--- src/rtl/prot_unpacked_pipe.sv ---
// Elastic DEPTH-stage valid/ready pipeline carrying an unpacked element array,
// with a per-item element transform at entry and a completed-transfer counter.
module prot_unpacked_pipe #(
  parameter int ELEMS = 8,
  parameter int WIDTH = 1,
  parameter int DEPTH = 2,
  parameter int CNT_W = 8
) (
  input  logic             clk,
  input  logic             rst,
  input  logic             in_valid,
  output logic             in_ready,
  input  logic [1:0]       in_mode,
  input  logic [WIDTH-1:0] in_data [ELEMS-1:0],
  output logic             out_valid,
  input  logic             out_ready,
  output logic [WIDTH-1:0] out_data [ELEMS-1:0],
  output logic [CNT_W-1:0] xfer_count
);

  logic [DEPTH-1:0] v_q, v_d;
  logic [DEPTH-1:0] rdy;
  logic             chain;
  logic             accept;
  logic [WIDTH-1:0] d_q [DEPTH-1:0][ELEMS-1:0];
  logic [WIDTH-1:0] d_d [DEPTH-1:0][ELEMS-1:0];
  logic [WIDTH-1:0] xf  [ELEMS-1:0];
  logic [CNT_W-1:0] cnt_q, cnt_d;

  // A stage can take new data if it is empty or its own content moves on.
  always_comb begin
    rdy = '0;
    chain = !v_q[DEPTH-1] || out_ready;
    rdy[DEPTH-1] = chain;
    for (int k = DEPTH-2; k >= 0; k--) begin
      chain = !v_q[k] || chain;
      rdy[k] = chain;
    end
  end

  assign in_ready = rdy[0] && !rst;
  assign accept   = in_valid && in_ready;

  always_comb begin
    for (int i = 0; i < ELEMS; i++) begin
      case (in_mode)
        2'd0:    xf[i] = in_data[i];
        2'd1:    xf[i] = in_data[ELEMS-1-i];
        2'd2:    xf[i] = in_data[(i+1) % ELEMS];
        default: xf[i] = ~in_data[i];
      endcase
    end
  end

  always_comb begin
    v_d = v_q;
    d_d = d_q;
    if (accept) begin
      v_d[0] = 1'b1;
      d_d[0] = xf;
    end else if (rdy[0]) begin
      v_d[0] = 1'b0;
    end
    for (int k = 1; k < DEPTH; k++) begin
      if (v_q[k-1] && rdy[k]) begin
        v_d[k] = 1'b1;
        d_d[k] = d_q[k-1];
      end else if (rdy[k]) begin
        v_d[k] = 1'b0;
      end
    end
    cnt_d = cnt_q;
    if (out_valid && out_ready) cnt_d = cnt_q + CNT_W'(1);
  end

  always_ff @(posedge clk) begin
    if (rst) begin
      v_q   <= '0;
      cnt_q <= '0;
      for (int k = 0; k < DEPTH; k++) begin
        for (int i = 0; i < ELEMS; i++) d_q[k][i] <= '0;
      end
    end else begin
      v_q   <= v_d;
      d_q   <= d_d;
      cnt_q <= cnt_d;
    end
  end

  assign out_valid  = v_q[DEPTH-1];
  assign xfer_count = cnt_q;

  always_comb begin
    for (int i = 0; i < ELEMS; i++) out_data[i] = d_q[DEPTH-1][i];
  end

endmodule

--- config.mk ---
export PLATFORM = sky130hd
export DESIGN_NAME = prot_unpacked_pipe
export DESIGN_NICKNAME = d
export VERILOG_FILES = /design/src/rtl/prot_unpacked_pipe.sv
export SDC_FILE = /design/constraint.sdc
export NUM_CORES = 1
export LEC_CHECK = 0
export BUFFER_PORTS_ARGS = -buffer_cell sky130_fd_sc_hd__buf_4
export CORE_ASPECT_RATIO = 0.5
export CORE_UTILIZATION = 40
export DETAILED_ROUTE_END_ITERATION = 10
export HOLD_SLACK_MARGIN = 0.05
export PLACE_DENSITY = 0.74
export SYNTH_ARGS = -nofsm -noshare
export SYNTH_HDL_FRONTEND = slang
export SYNTH_SLANG_ARGS = --single-unit
export TNS_END_PERCENT = 5
--- constraint.sdc ---
create_clock -name clk -period 3.3 [get_ports clk]
set_clock_uncertainty 0.1 [all_clocks]
set_input_delay 0.66 -clock clk [delete_from_list [all_inputs] [get_ports clk]]
set_output_delay 0.66 -clock clk [all_outputs]
set_load 0.02 [all_outputs]
==> summary.txt, run 1 <==
Global routing
  • Initial antenna violation count: 0
  • Vias in the first global route: 990
  • GR Util All Layers: 15.5%
  • First-pass GRT wire length: 4510 um
  • Largest net degree at the start of global routing: 31
  • Overflow after GRT: 0

Setup path
  • Startpoint types: primary input
  • Worst Setup Path Type: in2out
  • Crit. End Element: output port
  • Worst endpoint data arrival time: 1370 ps
  • Required time worst endpoint: 2540 ps
  • Largest fanout on the critical path: 11

Clock tree
  • CTS tree: yes
  • Clk pin slew, worst setup/hold paths: roughly 80 ps
  • Root buffer cell: clkbuf_8
  • Deepest clock path buffer count: 2
  • TritonCTS buffer count: 3
  • Post-CTS Setup Bufs: 0
  • H-tree levels: 1
  • Hold buffers post-CTS: 0
  • CTS sink cnt: 26
  • Post_cts resized: 0
  • Worst skew pair latency: 270 ps

Routing
  • ANT nets after route: 0
  • Initial detailed-routing violation count: 71
  • Iteration count of the initial detailed-routing pass: 4
  • Residual DRC: 0
  • Vias per cell: approximately 5.4
  • Routed wire length per instance: 12.9 um
  • Routed wire length: 2620 um
  • Vias: approximately 1,100

Synth
  • Post-synthesis sequential area ratio: 39.5%
  • Mean post-synth cell area: 9.14 um2
  • Area contributors post-synth: dfxtp_1 40%, a21oi_1 6.5%, mux2i_1 6.1%
  • Yosys warnings: 0
  • Most common cell in the netlist: dfxtp_1
  • Distinct cells, synth: 27
  • Leading area contributor after synthesis: dfxtp_1
  • Register bit total from synthesis: 26
  • Async SR Flop Fraction: 0%
  • Top cells by count, synth: 26 x dfxtp_1, 17 x a21oi_1, 12 x o21ai_0
  • Primary FF master, synth: dfxtp_1
  • Post-synth EDFFs: 0
  • Top cell type's share of synthesized area: 39.5%
  • Cells after Synth: 144
  • Mapped Area: 0.00132 mm2
  • Syn Nets: 163

Power
  • P_leak: between 0.0006 and 0.0007 uW
  • Power density cells: between 300 and 400 mW/mm2
  • Max VDD drop: 0.193 mV
  • Comb pwr share: 14.8%
  • Sw power: 150 uW
  • Register share of total power: between 50% and 60%
  • Sw frac: between 20% and 30%
  • Int Power: 452 uW
  • Power share of the clock group: 29.4%

Finish
  • Share of layout cells above drive strength 1: 25.8%
  • Diode count: 0
  • Core Util, Final: 50.8%
  • Non-Filler Instances: 203
  • P&R area growth vs syn: 18.3%
  • Final Cell Area: 0.00156 mm2
  • Post-layout nets: 184

Placement
  • Area of placed instances: about 0.0015 mm2
  • Port Buffer Count: 31
  • Post-Place Cells: 200
  • Detailed placement HPWL: 1850 um
  • Placer Congestion: 0.683

Timing
  • RSZ-0062 raised after global routing: false
  • Worst rel slew slack: 62.3%
  • Final setup fails: 0
  • Min Hold Slack: 369 ps
  • Post-route clock period utilization: ~64%
  • Final Hold Viols: 0
  • Fmax: 0.470 GHz
  • Measured slew at the worst slew-check pin: ~560 ps
  • Max-slew violations: 0
  • Fin Setup TNS: 0 ps
  • Fin crit period: roughly 2100 ps

Floorplan
  • Num ports: 32
  • Initial Util: a little over two fifths
  • Chip Height: 42.6 um
  • Die area: around 0.0035 mm2
  • # rows: 14
  • Die X: a little over 80 um
  • Core area: 0.00307 mm2

Worst hold path
  • Hold Crit Class: reg2reg

Job
  • MaxCap Viol Count: 0

Outcome
  • Status: finished, final reports clean
-- power by group through the flow --
stage / clock network, uW / logic [uW] / registers [uW]
2_1_floorplan: 0 / 59.1 / 341
3_3_place_gp: 0 / 87.6 / 343
3_5_place_dp: 0 / 88.9 / 343
4_1_cts: 180 / 89.6 / 336
5_1_grt: 187 / 98.1 / 338
6_report: 177 / 89.2 / 336
-- area by class of cell --
cell class | instances | area (um2)
Clock buffer | 3 | 41.3
Tap cell | 40 | 50.0
Fill cell | 275 | 1510
Multi-Input combinational cell | 96 | 682
Inverter | 6 | 22.5
Timing Repair Buffer | 32 | 240
Sequential cell | 26 | 520
-- critical path: stages --
cell and delay, ps:
buf_4 130, nor2b_1 130, buf_4 190, a21oi_1 80, buf_4 180
-- cells in the final DEF (no fill, tap or decap), types with 2 or more instances in the layout --
cell,count
buf_4,32
dfxtp_1,26
a21oi_1,17
o21ai_0,12
nand3_1,11
nand2b_1,8
mux2i_1,8
inv_1,6
a222oi_1,6
mux2_2,6
ha_1,5
or3_1,4
nand2_1,3
nor2_1,3
clkbuf_8,3
nand4_1,2
a221oi_1,2
a211o_1,2
-- flip-flops by register name, summed over array words and instances (netlist names) --
register / flops
xfer_count: 8
v_q: 2
d_q: 8
out_data: 8
-- final timing paths --
kind,startpoint,end,slack [ps],cells after the start
max,out_ready,in_ready,1170,5
min,d_q[4]$_SDFFE_PP0P_,out_data[4]$_SDFFE_PP0P_,370,2
max reg2reg,v_q[1]$_SDFFE_PP0P_,d_q[2]$_SDFFE_PP0P_,1630,4
min reg2reg,d_q[4]$_SDFFE_PP0P_,out_data[4]$_SDFFE_PP0P_,370,2
-- routing by layer --
layer | GRT usage, % | vias to the layer above | part of all wire [%]
li1 | - | 556 | -
met1 | 20.1 | 517 | 50
met2 | 26.9 | 28 | 45
met3 | 4.13 | 0 | 5.3
met4 | 2.07 | 0 | 0
met5 | 0 | - | 0
-- cell families after synthesis --
group                      count (synthesis)  synth area share, %
buffers and inverters                     22                 8.65
muxes                                     14                 11.2
adders and majority gates                  5                 4.75
AOI/OAI and AO/OA                         41                 20.3
DFF                                       26                 39.5
xor gates and xnor gates                   2                 1.33
and+or+nand+nor                           34                 14.2
-- through the flow --
step	worst slack (ps)	power [uW]
6_report	1170	603
2_1_floorplan	1140	400
4_1_cts	1160	606
3_3_place_gp	1210	431
3_5_place_dp	1160	432
5_1_grt	1080	623
(Power assumes the default switching activity.)
==> run 2: changes to the inputs <==
==> constraint.sdc (replaced) <==
create_clock -name clk -period 2.2 [get_ports clk]
set_clock_uncertainty 0.1 [all_clocks]
set_input_delay 0.44 -clock clk [delete_from_list [all_inputs] [get_ports clk]]
set_output_delay 0.44 -clock clk [all_outputs]
set_load 0.02 [all_outputs]
==> summary.txt, run 2 (synthesis results as in run 1) <==
Timing
  • Worst rel slew slack: 62.4%
  • RSZ-0062 raised after global routing: false
  • Max-slew violations: 0
  • Final setup fails: 0
  • Fmax: 0.526 GHz
  • Fin Setup TNS: 0 ps
  • Min Hold Slack: 302 ps
  • Fin crit period: between 1500 and 2000 ps
  • Setup WS post-layout: 297 ps
  • Post-route clock period utilization: 86.5%
  • Measured slew at the worst slew-check pin: 562 ps
  • Final Hold Viols: 0

Routing
  • Routed wire length per instance: around 13 um
  • Initial detailed-routing violation count: 83
  • Residual DRC: 0
  • Iteration count of the initial detailed-routing pass: 4
  • ANT nets after route: 0
  • Vias: 1,109
  • Routed wire length: 2680 um
  • Vias per cell: approximately 5.4

Clock tree
  • CTS tree: yes
  • Worst skew pair latency: 260 ps
  • Post_cts resized: 0
  • CTS sink cnt: 26
  • Hold buffers post-CTS: 0
  • Root buffer cell: clkbuf_8
  • Clk pin slew, worst setup/hold paths: about 80 ps
  • TritonCTS buffer count: 3
  • H-tree levels: 1
  • Post-CTS Setup Bufs: 0
  • Deepest clock path buffer count: 2

Placement
  • Placer Congestion: ~0.72
  • Pre-CTS setup slack: 468 ps
  • Port Buffer Count: 31
  • Detailed placement HPWL: 1870 um
  • Post-Place Cells: 200

Setup path
  • Largest fanout on the critical path: 7
  • Required time worst endpoint: ~1700 ps
  • Crit. End Element: output port
  • Worst endpoint data arrival time: 1360 ps
  • Startpoint types: flop
  • Worst Setup Path Type: reg2out

Power
  • Power density cells: 599 mW/mm2
  • P_leak: 0.000609 uW
  • Max VDD drop: 0.278 mV

Job
  • MaxCap Viol Count: 0

Global routing
  • Largest net degree at the start of global routing: 31
  • Vias in the first global route: 949
  • GR Util All Layers: 15.4%
  • Initial antenna violation count: 0
  • Overflow after GRT: 0
  • First-pass GRT wire length: about 4500 um

Finish
  • Most common cell after layout, fill and taps aside: buf_4
  • Share of layout cells above drive strength 1: 26.2%
  • Non-Filler Instances: between 200 and 250
  • Diode count: 0
  • Most frequent cells in the layout: 32 x buf_4, 26 x dfxtp_1, 17 x a21oi_1
  • Number of fill cells: 297
  • P&R area growth vs syn: 19.3%
  • Post-layout nets: approximately 180

Floorplan
  • Die area: approximately 0.0035 mm2
  • Die X: 83.1 um
  • # rows: 14
  • Chip Height: 42.6 um
  • Num ports: 32
  • Core area: 0.00307 mm2
  • Initial Util: between 40% and 50%

Worst hold path
  • Hold Crit Class: in2reg

Outcome
  • Status: finished, final reports clean
run 2: report_power, final:
| part | switching [uW] | total [uW] | leakage, uW | internal [uW] |
|---|---|---|---|---|
| clock | 140 | 299 | 0.0000288 | 160 |
| combinational | 69.4 | 136 | 0.000369 | 66.7 |
| sequential | 15.6 | 505 | 0.000212 | 489 |
run 2: metrics by stage:
step / total power [uW] / cell area (um2) / util (%)
final: 940 / 1570 / 51.2
after global routing: 981 / 1570 / 51.2
after CTS: 946 / 1570 / 51.2
after detailed placement: 649 / 1520 / 49.4
after global placement: 647 / 1520 / 49.4
after floorplan: 600 / 1320 / -
run 2: worst max-delay path, cell delays in order, from the launching register on:
cell,delay (ps)
dfxtp_1,440
nor2b_1,350
a21oi_1,120
buf_4,180
run 2: worst paths after layout:
check	from	to	slack [ps]	cells past startpoint
setup reg to reg	v_q[1]$_SDFFE_PP0P_	d_q[6]$_SDFFE_PP0P_	640	3
hold reg to reg	d_q[4]$_SDFFE_PP0P_	out_data[4]$_SDFFE_PP0P_	380	2
hold / removal	in_valid	v_q[0]$_SDFFE_PP0P_	300	3
setup / recovery	v_q[1]$_SDFFE_PP0P_	in_ready	300	3
run 2: cell type report:
class	count	area, um2	share of cell area [%]
Tap cell	40	50.0	3.19
Clock buffer	4	55.1	3.51
Multi-Input combinational cell	96	682	43.4
Inverter	6	22.5	1.43
Sequential cell	26	520	33.1
Timing Repair Buffer	32	240	15.3
run 2: per-layer routing:
metal / global-route usage, % / wire length (um)
met1: 21.7 / 1320
met2: 24.9 / 1220
met3: 3.94 / 134
met4: 1.03 / 0
met5: 0 / 0
==> run 3: changes to the inputs <==
--- a/config.mk
+++ b/config.mk
@@ -10,6 +10,7 @@
 export CORE_UTILIZATION = 40
 export DETAILED_ROUTE_END_ITERATION = 10
 export HOLD_SLACK_MARGIN = 0.05
+export MAX_ROUTING_LAYER = met4
 export PLACE_DENSITY = 0.74
 export SYNTH_ARGS = -nofsm -noshare
 export SYNTH_HDL_FRONTEND = slang
==> summary.txt, run 3 (synthesis results as in run 1) <==
Clock tree
  • Deepest clock path buffer count: 2
  • Post_cts resized: 0
  • Post-CTS Setup Bufs: 0
  • CTS tree: yes
  • Clk pin slew, worst setup/hold paths: 80 ps
  • H-tree levels: 1
  • Worst skew pair latency: 260 ps
  • CTS sink cnt: 26
  • Hold buffers post-CTS: 0
  • Root buffer cell: clkbuf_8
  • TritonCTS buffer count: 3

Global routing
  • GR Util All Layers: 15.8%
  • Largest net degree at the start of global routing: 31
  • Initial antenna violation count: 0
  • Vias in the first global route: 948
  • Overflow after GRT: 0
  • First-pass GRT wire length: roughly 4400 um

Setup path
  • Crit. End Element: output port
  • Startpoint types: flop
  • Worst endpoint data arrival time: around 1400 ps
  • R2r worst-path depth: 3
  • Required time worst endpoint: roughly 1700 ps
  • Worst Setup Path Type: reg2out
  • Largest fanout on the critical path: 7

Outcome
  • Status: finished, final reports clean

Finish
  • Post-layout nets: 184
  • Number of fill cells: 297
  • Share of layout cells above drive strength 1: a little over a quarter
  • Most common cell after layout, fill and taps aside: buf_4
  • Non-Filler Instances: just over 200
  • P&R area growth vs syn: 19.3%
  • Diode count: 0
  • Core Util, Final: 51.2%
  • Most frequent cells in the layout: 32 x buf_4, 26 x dfxtp_1, 17 x a21oi_1

Timing
  • RSZ-0062 raised after global routing: false
  • Fin Setup TNS: 0 ps
  • Final setup fails: 0
  • Setup WS post-layout: 298 ps
  • Measured slew at the worst slew-check pin: 566 ps
  • Fin crit period: 1900 ps
  • Post-route clock period utilization: 86.4%
  • Fmax: 0.526 GHz
  • Max-slew violations: 0
  • Worst rel slew slack: around 62%
  • Final Hold Viols: 0

Routing
  • Vias: approximately 1,100
  • ANT nets after route: 0
  • Vias per cell: 5.39
  • Initial detailed-routing violation count: 86
  • Routed wire length: 2670 um
  • Routed wire length per instance: 13.1 um
  • Residual DRC: 0
  • Iteration count of the initial detailed-routing pass: 4

Power
  • Power density cells: around 600 mW/mm2
  • P_leak: a little over 0.0006 uW
  • Max VDD drop: around 0.28 mV
  • Total power: approximately 940 uW

Worst hold path
  • Hold Crit Class: in2reg
  • Hold Path Cell Cnt: 3

Floorplan
  • Die X: ~83 um
  • Chip Height: 42.6 um
  • # rows: 14
  • Initial Util: 42.9%
  • Die area: 0.00354 mm2
  • Core area: 0.00307 mm2
  • Num ports: 32

Placement
  • Pre-CTS setup slack: about 470 ps
  • Placer Congestion: 0.733
  • Port Buffer Count: 31
  • Post-Place Cells: 200
  • Detailed placement HPWL: 1870 um

Job
  • MaxCap Viol Count: 0
-- run 3: worst paths after layout --
kind | slack, ps | end | start
setup / recovery | 300 | in_ready | v_q[1]$_SDFFE_PP0P_
hold / removal | 300 | v_q[0]$_SDFFE_PP0P_ | in_valid
setup reg to reg | 650 | d_q[3]$_SDFFE_PP0P_ | v_q[1]$_SDFFE_PP0P_
hold reg to reg | 380 | out_data[6]$_SDFFE_PP0P_ | d_q[6]$_SDFFE_PP0P_
-- run 3: layer usage --
layer  part of all wire [%]  vias to the layer above  global-route usage, %
met3                    4.2                        0                   3.74
li1                       -                      556                      -
met4                      0                        0                   1.03
met5                      0                        -                      -
met2                     45                       27                   24.9
met1                     50                      517                   21.7
-- run 3: worst max-delay path: stages (launching register included) --
cell and delay (ps):
dfxtp_1 440, nor2b_1 350, a21oi_1 120, buf_4 180
-- run 3: metrics by stage --
step           area (um2)  hold WS, ps
3_5_place_dp         1520          359
4_1_cts              1570          298
3_3_place_gp         1520          357
2_1_floorplan        1320          344
5_1_grt              1570          353
6_report             1570          301
-- run 3: layout make-up --
cell class | count | area [um2] | area share [%]
tap | 40 | 50.0 | 3.19
inverter | 6 | 22.5 | 1.43
timing repair buffer | 32 | 240 | 15.3
clock buffer | 4 | 55.1 | 3.51
multi-input combinational | 96 | 682 | 43.4
sequential | 26 | 520 | 33.1
-- run 3: power breakdown --
group | switching, uW | internal (uW) | leakage (uW)
Sequential | 15.6 | 489 | 0.000212
Combinational | 69.5 | 66.7 | 0.000369
Clock | 139 | 160 | 0.0000288
